**config.mk**
```make
export PLATFORM = sky130hd
export DESIGN_NAME = csi2_rx_depacketizer
export DESIGN_NICKNAME = d
export VERILOG_FILES = /design/src/rtl/csi2_pkg.sv /design/src/rtl/csi2_crc16_w16.sv /design/src/rtl/csi2_rx_depacketizer.sv
export SDC_FILE = /design/constraint.sdc
export NUM_CORES = 1
export LEC_CHECK = 0
export CELL_PAD_IN_SITES_DETAIL_PLACEMENT = 1
export CELL_PAD_IN_SITES_GLOBAL_PLACEMENT = 2
export CORE_MARGIN = 1
export CORE_UTILIZATION = 35
export DETAILED_ROUTE_END_ITERATION = 16
export DONT_BUFFER_PORTS = 1
export GPL_ROUTABILITY_DRIVEN = 0
export PLACE_DENSITY_LB_ADDON = 0.1
export SLEW_MARGIN = 0
export SYNTH_ARGS = -nofsm -noshare
export SYNTH_HDL_FRONTEND = slang
export SYNTH_SLANG_ARGS = --single-unit
```
**constraint.sdc**
```tcl
create_clock -name byte_clk_i -period 11.63 [get_ports byte_clk_i]
set_clock_uncertainty 0.15 [all_clocks]
set_input_delay 1.7445 -clock byte_clk_i [delete_from_list [all_inputs] [get_ports byte_clk_i]]
set_output_delay 1.7445 -clock byte_clk_i [all_outputs]
set_load 0.05 [all_outputs]
```
**src/rtl/csi2_pkg.sv**
```systemverilog
// csi2_pkg: constants and types shared by the CSI-2 RX and TX blocks.
//   - Data-type codes for the short packets and RGB888 long packets.
//   - Parity masks for the 6-bit header ECC (bit n of a mask = header bit n).
//   - CRC-16 polynomial and seed.
//   - RX depacketizer FSM states.
package csi2_pkg;

   // Data types (6-bit DT field of the DI byte)
   localparam logic [5:0] DtFs      = 6'h00;
   localparam logic [5:0] DtFe      = 6'h01;
   localparam logic [5:0] DtLs      = 6'h02;
   localparam logic [5:0] DtLe      = 6'h03;
   localparam logic [5:0] DtRgb888  = 6'h24;
   // DTs below this value are short packets
   localparam logic [5:0] DtLongMin = 6'h10;

   // ECC parity masks over header bits {WC[15:8], WC[7:0], DI}
   localparam logic [23:0] EccMaskP0 = 24'hF12CB7;
   localparam logic [23:0] EccMaskP1 = 24'hF2555B;
   localparam logic [23:0] EccMaskP2 = 24'h749A6D;
   localparam logic [23:0] EccMaskP3 = 24'hB8E38E;
   localparam logic [23:0] EccMaskP4 = 24'hDF03F0;
   localparam logic [23:0] EccMaskP5 = 24'hEFFC00;

   // CRC-16 x^16+x^12+x^5+1; data enters LSB first, so the shift register runs
   // right-shifting with the bit-reversed polynomial.
   localparam logic [15:0] CrcPoly     = 16'h1021;
   localparam logic [15:0] CrcPolyRefl = 16'h8408;
   localparam logic [15:0] CrcInit     = 16'hFFFF;

   typedef enum logic [2:0] {
      StIdle,
      StHdr,
      StPay,
      StCrc,
      StSkip,
      StDrain
   } csi2_rx_state_e;

endpackage

```
**src/rtl/csi2_crc16_w16.sv**
```systemverilog
// csi2_crc16_w16: combinational next-state of the CSI-2 payload CRC-16 for one
// 16-bit word. The CRC register lives in the parent.
//   crc_i  : current CRC value
//   data_i : payload word; bits [7:0] are the earlier byte, each byte LSB first
//   crc_o  : CRC after absorbing all 16 bits of data_i
module csi2_crc16_w16
   import csi2_pkg::*;
(
   input  logic [15:0] crc_i,
   input  logic [15:0] data_i,
   output logic [15:0] crc_o
);

   logic [15:0] c;
   logic        fb;

   // Bit 0 of data_i is the first bit on the wire, bit 15 the last.
   always_comb begin
      c  = crc_i;
      fb = 1'b0;
      for (int i = 0; i < 16; i++) begin
         fb = c[0] ^ data_i[i];
         c  = (c >> 1) ^ ({16{fb}} & CrcPolyRefl);
      end
      crc_o = c;
   end

endmodule

```
**src/rtl/csi2_rx_depacketizer.sv**
```systemverilog
// csi2_rx_depacketizer: decodes one CSI-2 packet per 2-lane HS burst and
// rebuilds a parallel RGB888 pixel interface.
//   byte_clk_i   : byte clock
//   reset_n_i    : synchronous active-low reset
//   byte_data_i  : merged lane bytes, [7:0] = lane0 (earlier), [15:8] = lane1
//   byte_valid_i : high for the whole burst, one word per cycle
//   fv_o/lv_o    : frame / line valid
//   dvalid_o     : pixel strobe, pixdata_o [7:0] = first payload byte of pixel
//   ecc_err_o    : pulse, header ECC mismatch
//   crc_err_o    : pulse, payload CRC mismatch
//   pkt_err_o    : pulse, truncated burst or illegal pixel word count
module csi2_rx_depacketizer
   import csi2_pkg::*;
#(
   parameter logic [1:0]  VC     = 2'd0,
   parameter logic [7:0]  DT_PIX = 8'h24,
   parameter logic [15:0] MAX_WC = 16'd11520
) (
   input  logic        byte_clk_i,
   input  logic        reset_n_i,
   input  logic [15:0] byte_data_i,
   input  logic        byte_valid_i,
   output logic        fv_o,
   output logic        lv_o,
   output logic        dvalid_o,
   output logic [23:0] pixdata_o,
   output logic        ecc_err_o,
   output logic        crc_err_o,
   output logic        pkt_err_o
);

   function automatic logic [5:0] ecc_calc(input logic [23:0] d);
      return {^(d & EccMaskP5), ^(d & EccMaskP4), ^(d & EccMaskP3),
              ^(d & EccMaskP2), ^(d & EccMaskP1), ^(d & EccMaskP0)};
   endfunction

   csi2_rx_state_e state_q;
   logic [7:0]     di_q;
   logic [7:0]     wc_lo_q;
   logic [14:0]    wc_half_q;
   logic [14:0]    word_cnt_q;
   logic [1:0]     phase_q;
   logic [15:0]    crc_q;
   logic [15:0]    crc_next;
   logic [15:0]    pix_lo_q;   // b1,b0 held until the pixel A word arrives
   logic [7:0]     b3_q;       // b3 held until the pixel B word arrives
   logic           valid_prev_q;
   logic           fv_q, lv_q, dvalid_q, ecc_err_q, crc_err_q, pkt_err_q;
   logic [23:0]    pix_q;

   // Header decode, valid while word1 is on byte_data_i in StHdr
   logic [15:0] wc;
   logic [5:0]  dt;
   logic        ecc_ok;
   logic        vc_ok;
   logic        wc_bad;

   assign wc     = {byte_data_i[7:0], wc_lo_q};
   assign dt     = di_q[5:0];
   assign ecc_ok = (ecc_calc({byte_data_i[7:0], wc_lo_q, di_q}) == byte_data_i[13:8]);
   assign vc_ok  = (di_q[7:6] == VC);
   assign wc_bad = (wc == 16'd0) || (wc > MAX_WC) || ((wc % 16'd6) != 16'd0);

   csi2_crc16_w16 u_crc (
      .crc_i  (crc_q),
      .data_i (byte_data_i),
      .crc_o  (crc_next)
   );

   always_ff @(posedge byte_clk_i) begin
      if (!reset_n_i) begin
         state_q      <= StIdle;
         di_q         <= 8'd0;
         wc_lo_q      <= 8'd0;
         wc_half_q    <= 15'd0;
         word_cnt_q   <= 15'd0;
         phase_q      <= 2'd0;
         crc_q        <= CrcInit;
         pix_lo_q     <= 16'd0;
         b3_q         <= 8'd0;
         valid_prev_q <= 1'b0;
         fv_q         <= 1'b0;
         lv_q         <= 1'b0;
         dvalid_q     <= 1'b0;
         pix_q        <= 24'd0;
         ecc_err_q    <= 1'b0;
         crc_err_q    <= 1'b0;
         pkt_err_q    <= 1'b0;
      end else begin
         valid_prev_q <= byte_valid_i;
         dvalid_q     <= 1'b0;
         ecc_err_q    <= 1'b0;
         crc_err_q    <= 1'b0;
         pkt_err_q    <= 1'b0;

         // Burst ended before the packet did; fv is left as is.
         if (!byte_valid_i && (state_q inside {StHdr, StPay, StCrc, StSkip})) begin
            pkt_err_q <= 1'b1;
            lv_q      <= 1'b0;
            state_q   <= StIdle;
         end else begin
            unique case (state_q)
               StIdle: begin
                  if (byte_valid_i && !valid_prev_q) begin
                     di_q    <= byte_data_i[7:0];
                     wc_lo_q <= byte_data_i[15:8];
                     state_q <= StHdr;
                  end
               end
               StHdr: begin
                  state_q <= StDrain;
                  if (!ecc_ok) begin
                     ecc_err_q <= 1'b1;
                  end else if (!vc_ok) begin
                     // silently dropped
                  end else if (dt < DtLongMin) begin
                     if (dt == DtFs) fv_q <= 1'b1;
                     else if (dt == DtFe) fv_q <= 1'b0;
                  end else if (dt == DT_PIX[5:0]) begin
                     if (wc_bad) begin
                        pkt_err_q <= 1'b1;
                     end else begin
                        wc_half_q  <= wc[15:1];
                        word_cnt_q <= 15'd0;
                        phase_q    <= 2'd0;
                        crc_q      <= CrcInit;
                        state_q    <= StPay;
                     end
                  end else begin
                     wc_half_q  <= wc[15:1];
                     word_cnt_q <= 15'd0;
                     state_q    <= StSkip;
                  end
               end
               StPay: begin
                  crc_q      <= crc_next;
                  word_cnt_q <= word_cnt_q + 15'd1;
                  case (phase_q)
                     2'd0: begin
                        pix_lo_q <= byte_data_i;
                        phase_q  <= 2'd1;
                     end
                     2'd1: begin
                        pix_q    <= {byte_data_i[7:0], pix_lo_q};
                        b3_q     <= byte_data_i[15:8];
                        dvalid_q <= 1'b1;
                        lv_q     <= 1'b1;
                        phase_q  <= 2'd2;
                     end
                     default: begin
                        pix_q    <= {byte_data_i, b3_q};
                        dvalid_q <= 1'b1;
                        lv_q     <= 1'b1;
                        phase_q  <= 2'd0;
                     end
                  endcase
                  if (word_cnt_q == wc_half_q - 15'd1) state_q <= StCrc;
               end
               StCrc: begin
                  crc_err_q <= (byte_data_i != crc_q);
                  lv_q      <= 1'b0;
                  state_q   <= StDrain;
               end
               StSkip: begin
                  // payload words plus the CRC word
                  word_cnt_q <= word_cnt_q + 15'd1;
                  if (word_cnt_q == wc_half_q) state_q <= StDrain;
               end
               StDrain: begin
                  if (!byte_valid_i) state_q <= StIdle;
               end
               default: state_q <= StIdle;
            endcase
         end
      end
   end

   assign fv_o      = fv_q;
   assign lv_o      = lv_q;
   assign dvalid_o  = dvalid_q;
   assign pixdata_o = pix_q;
   assign ecc_err_o = ecc_err_q;
   assign crc_err_o = crc_err_q;
   assign pkt_err_o = pkt_err_q;

endmodule

```
### Word level (Yosys, flattened, before mapping)

Index checks and enable logic that the tools add are counted.
W data, S select, Z words.

* register bits: 122
* input bits: 19
* word-level logic and storage cells: 168

* add/subtract/negate cells: 2
* div/mod/pow operators: 1
* $lt $le $gt $ge: 2
* equal/unequal tests: 24
* muxes and demuxes: 45
* bitwise operators: 39
* reductions and logical operators: 38

Operators with widths (number)
* $xor A15 B16 Y16: 16
* $reduce_xor A24 Y1: 6
* $mux W15: 7
* $mux W16: 5
* $pmux W24 S2: 1
* $pmux W16 S2: 1
* $eq A15 B15 Y1: 2
* $pmux W15 S2: 1
* $mux W3: 9
* $pmux W3 S6: 1
* $reduce_and A6 Y1: 3
* $gt A16 B14 Y1 const B: 1
* $logic_not A16 Y1: 1
* $mod A16 B3 Y16 const B: 1
* $ne A16 B16 Y1: 1
* $ne A2 B2 Y1 const B: 8
* $reduce_bool A16 Y1: 1
* $xor A1 B1 Y1: 16
* $add A15 B1 Y15 const B: 1
* $sub A15 B1 Y15 const B: 1
* $mux W1: 12
* $reduce_and A3 Y1: 4
* $mux W2: 5
* $reduce_or A3 Y1: 3
* other kinds (25): 44

### Depth between registers and ports, before layout

* word-level depth: 33
* depth in mapped cells: 45
* gate-level depth less buffers: 35

### By module

A second synthesis with hierarchy kept.

* cell total of the unflattened synthesis: 1448
* area, all modules: 11270.8 µm²

Modules (own cells, without submodules)
* csi2_rx_depacketizer: instances 1, cells an instance 1397, area each 10694.0 µm², seq. area each 2442.3 µm²
* csi2_crc16_w16: instances 1, cells an instance 51, area each 576.8 µm², seq. area each 0.0 µm²

### Least setup slack after synthesis

Ideal clock, no wire load.

* path type: input port to flip-flop
* start point: input byte_data_i[3]
* end point: register crc_q[2]
* arrival time: 10.959 ns
* setup slack: 0.399 ns
* stages: 40
* buffers on the path: 6
* cell sequence: clkbuf_1 -> clkinv_1 -> clkbuf_1 -> ha_1 -> nand4_1 -> o21ai_2 -> o311ai_4 -> xnor2_2 -> buf_6 -> buf_6 -> a21oi_1 -> o221ai_1 -> a2111oi_1 -> a22oi_4 -> nand4bb_1 -> o31ai_1 -> a21oi_1 -> nand2b_4 -> [4 not listed] -> o31a_1 -> a221o_1 -> or4_1 -> buf_2 -> o211ai_4 -> and4_4 -> nand3_1 -> nor2b_1 -> ha_1 -> a31oi_1 -> nand2_1 -> or3_1 -> or4_1 -> a21oi_1 -> o2111a_1 -> buf_4 -> nor2_1 -> o32a_1

* longest elaborated chain between the ends: 16
* elaborated cells on any way between the ends: 30
* those cells by class: 1 x div; 1 x order compare; 3 x eq/ne; 1 x mux; 16 x bitwise; 8 x reduce/logical

Ends and longest elaborated chain
* start, declared: RTL line csi2_rx_depacketizer.sv:21 `input logic [15:0] byte_data_i,`
* parallel branches: the longest is 16 deep, another holds $mod A16 B3 Y16
* end signal, assigned: RTL line csi2_rx_depacketizer.sv:78 `crc_q <= CrcInit;`
* end signal, assigned: RTL line csi2_rx_depacketizer.sv:126 `crc_q <= CrcInit;`
* end signal, assigned: RTL line csi2_rx_depacketizer.sv:136 `crc_q <= crc_next;`
* end, declared: RTL line csi2_rx_depacketizer.sv:43 `logic [15:0] crc_q;`

Parallel ways; which one is timed is not known.
A chain may end at the register's enable or synchronous reset.

### Worst setup path in the final report

* start point: input byte_data_i[0]
* end point: register wc_half_q[14]

* longest elaborated chain between the ends: 5
* elaborated cells on any way between the ends: 12
* those cells by class: 1 x div; 1 x order compare; 2 x eq/ne; 8 x reduce/logical

Ends and longest elaborated chain
* $mod A16 B3 Y16, or another cell as far along: RTL line csi2_rx_depacketizer.sv:62 `assign wc_bad = (wc == 16'd0) || (wc > MAX_WC) || ((wc % 16'd6) != 16'd0);`
* $reduce_bool A16 Y1 or $logic_or A1 B1 Y1 (tied branches): RTL line csi2_rx_depacketizer.sv:62
* $logic_or A1 B1 Y1: RTL line csi2_rx_depacketizer.sv:62
* $ne A2 B2 Y1 (no source line)
* $reduce_and A6 Y1 (no source line) (*)
* end signal, assigned: RTL line csi2_rx_depacketizer.sv:123 `wc_half_q <= wc[15:1];`
* end signal, assigned: RTL line csi2_rx_depacketizer.sv:130 `wc_half_q <= wc[15:1];`
* end, declared: RTL line csi2_rx_depacketizer.sv:40 `logic [14:0] wc_half_q;`

Every way passes the cells marked *; elsewhere a longest branch is shown, timed or not.

==> results_dict.tcl <==
set metrics [dict create \
    wire_per_inst_um 20.7 \
    fin_util 0.407 \
    finalInstanceArea_sq_mm 0.0141 \
    vdd_drop_max_v 0.000102 \
    crit_fanout 30 \
    drive_gt1_frac 0.143 \
    die_area_sq_mm 0.0362 \
    nets 1751 \
    status "finished, final reports clean" \
    worstSkewPairLatency_ns 0.42 \
    grt_usage 0.251 \
    fin_crit_sh 0.954 \
    synth_edf_count 0 \
    postSynthAreaPerCell_sq_um 7.38 \
    syn-cell-area_sq_mm 0.0124 \
    area_growth_pct 13.9 \
    hpwl_um 34000 \
    final_cell_mix "nand2_1 (232), nor2_1 (145), dfxtp_1 (122), a21oi_1 (121), xnor2_1 (117)" \
    ys_types 123 \
    core_sq_mm 0.0347 \
    grt-ovfl-total 0 \
    antenna_left 0 \
    async_flop_share 0 \
    synth_top_area_frac 0.197 \
    synth.ff_latch_count 122 \
    worstSetupPathType "in2reg" \
    cts-root-buf "clkbuf_16" \
    antenna_found_initial 0 \
    ctsLongestPathBuffers 2 \
    ctsHoldBuffers 0 \
    startpoint_type "primary input" \
    drt_iter0_drc 688 \
    dr.pass1.iters 5 \
    worst-slew-pin-transition_ns 1.07 \
    yosysTopAreaCell "dfxtp_1" \
    antennaDiodeCount 0 \
    vias 12700 \
    cts_tree "done" \
    die_x_um 190 \
    post-route-min-period_ns 11.10 \
    finalSetupViolCount 0 \
    ys_warn_count 0 \
    grt_pass1_wl_um 72500 \
    grt_start_max_net_pins 91 \
    mostFrequentLayoutCell "nand2_1" \
    arrival_ns 11.29 \
    maxCapViolations 0 \
    hold_viol_final 0 \
    drc 0 \
    ios 49 \
    cp_slowest_cell "or4_4" \
    ctsHtreeMaxLevel 4 \
    cp-end-kind "flip-flop" \
    via_per_inst 5.86 \
    syn-num-nets 1729 \
    hold_path.class "reg2reg" \
    post_dp_cell_area_sq_mm 0.0133 \
    cts_sinks 122 \
    slew_headroom 0.284 \
    start_util 0.357 \
    power.total_w 0.00237 \
    final.setup.tns_ns 0 \
    holdWs_ns 0.304 \
    fillers 4278 \
    max_stage_delay_ns 0.64 \
    slew_violations 0 \
    fmax_mhz 90.1 \
    grt_pass1_vias 12800 \
    cts_buffers 17 \
    port_buffers 0 \
    die_y_um 190 \
    totalWireLength_um 44800 \
    syn_inst 1679 \
    cp.required_ns 11.82 \
    clk_pin_slew_worst_paths_ns 0.05 \
    p_leak_nw 4.96 \
    rows 68 \
    synth-seq-area-share 0.197 \
    crit_top_cell "buf_4" \
    synth.area.top_cells "dfxtp_1 (20%), xnor2_1 (8.3%), nand2_1 (7.0%), a21oi_1 (4.9%), nor2_1 (4.5%)" \
    power_density_mw_per_mm2 168 \
    synth_ff_type "dfxtp_1" \
]
[cells by family (layout without fill, tap and decap cells)]
group,count (synthesis),in the layout,synth area share
muxes,51,51,0.0420
adders and majority gates,32,32,0.0321
xor gates and xnor gates,167,167,0.125
AOI/OAI and AO/OA,467,467,0.274
DFF,122,122,0.197
and+or+nand+nor,697,697,0.281
buffers and inverters,143,175,0.0493
[path summary, 6_finish.rpt]
kind / endpoint / from / depth (start not counted) / slack (ns)
setup reg to reg: wc_half_q[14] / wc_lo_q[3] / 39 / 0.91
hold / removal: b3_q[2] / b3_q[2] / 2 / 0.30
hold reg to reg: b3_q[2] / b3_q[2] / 2 / 0.30
setup / recovery: wc_half_q[14] / byte_data_i[0] / 38 / 0.53
[per-stage QoR]
step | cells | setup WS (ns)
after floorplan | 1679 | 0.399
after global placement | 2129 | -0.155
after detailed placement | 2129 | -0.337
after CTS | 2158 | 0.0154
after global routing | 2166 | -0.0216
final | 2166 | 0.530
[Yosys cell counts (14+ instances only)]
cell      count
a211oi_1     45
a21o_1       14
a21oi_1     121
a31oi_1      19
and2_1       15
and3_1       21
buf_2        17
clkbuf_1     66
dfxtp_1     122
ha_1         31
inv_1        36
mux2i_1      45
nand2_1     232
nand3_1      49
nand4_1      28
nor2_1      148
nor3_1       64
nor4_1       25
o21ai_0      62
o21ai_1      14
xnor2_1     117
xor2_1       42
[layout make-up]
type | count | area [sq um] | share of cell area
clock inverter | 8 | 97.6 | 0.00691
multi-input combinational | 1414 | 9580 | 0.679
timing repair buffer | 105 | 813 | 0.0576
clock buffer | 21 | 460 | 0.0326
sequential | 122 | 2440 | 0.173
tap | 455 | 569 | 0.0403
inverter | 41 | 154 | 0.0109
[layer usage]
| layer | wire [um] | share of wire | vias up | track usage |
|---|---|---|---|---|
| met2 | 21700 | 0.48 | 180 | 0.432 |
| met4 | 676 | 0.015 | 0 | 0.0603 |
| met5 | 0 | 0 | - | 0 |
| met3 | 910 | 0.020 | 43 | 0.0243 |
| li1 | - | - | 6197 | - |
| met1 | 21500 | 0.48 | 6278 | 0.333 |
[critical path: cells and delay by family]
kind	cells	cell delay, ns
xor gates and xnor gates	2	0.51
and+or+nand+nor	12	3.32
buffers and inverters	7	1.28
adders and majority gates	1	0.25
muxes	2	0.46
AOI/OAI and AO/OA	14	3.67
[registers in the layout (all words and copies together) (netlist names), 2 cells and up]
register and cells:
word_cnt_q 15, crc_q 16, pixdata_o 24, pix_lo_q 16
b3_q 8, wc_half_q 15, state_q 3, wc_lo_q 8
phase_q 2, di_q 8
[timing repair]
item,CTS,global route
setup buffers,0,8
gates resized for setup,0,42
endpoints found under the setup margin,0,52
endpoints found under the hold margin,0,0
[power breakdown]
group | leakage [nW] | switching (W) | total (W) | internal [W]
logic | 3.71 | 0.000870 | 0.00143 | 0.000556
clock network | 0.267 | 0.000188 | 0.000509 | 0.000321
registers | 0.986 | 0.0000138 | 0.000439 | 0.000425
(Power assumes the default switching activity.)
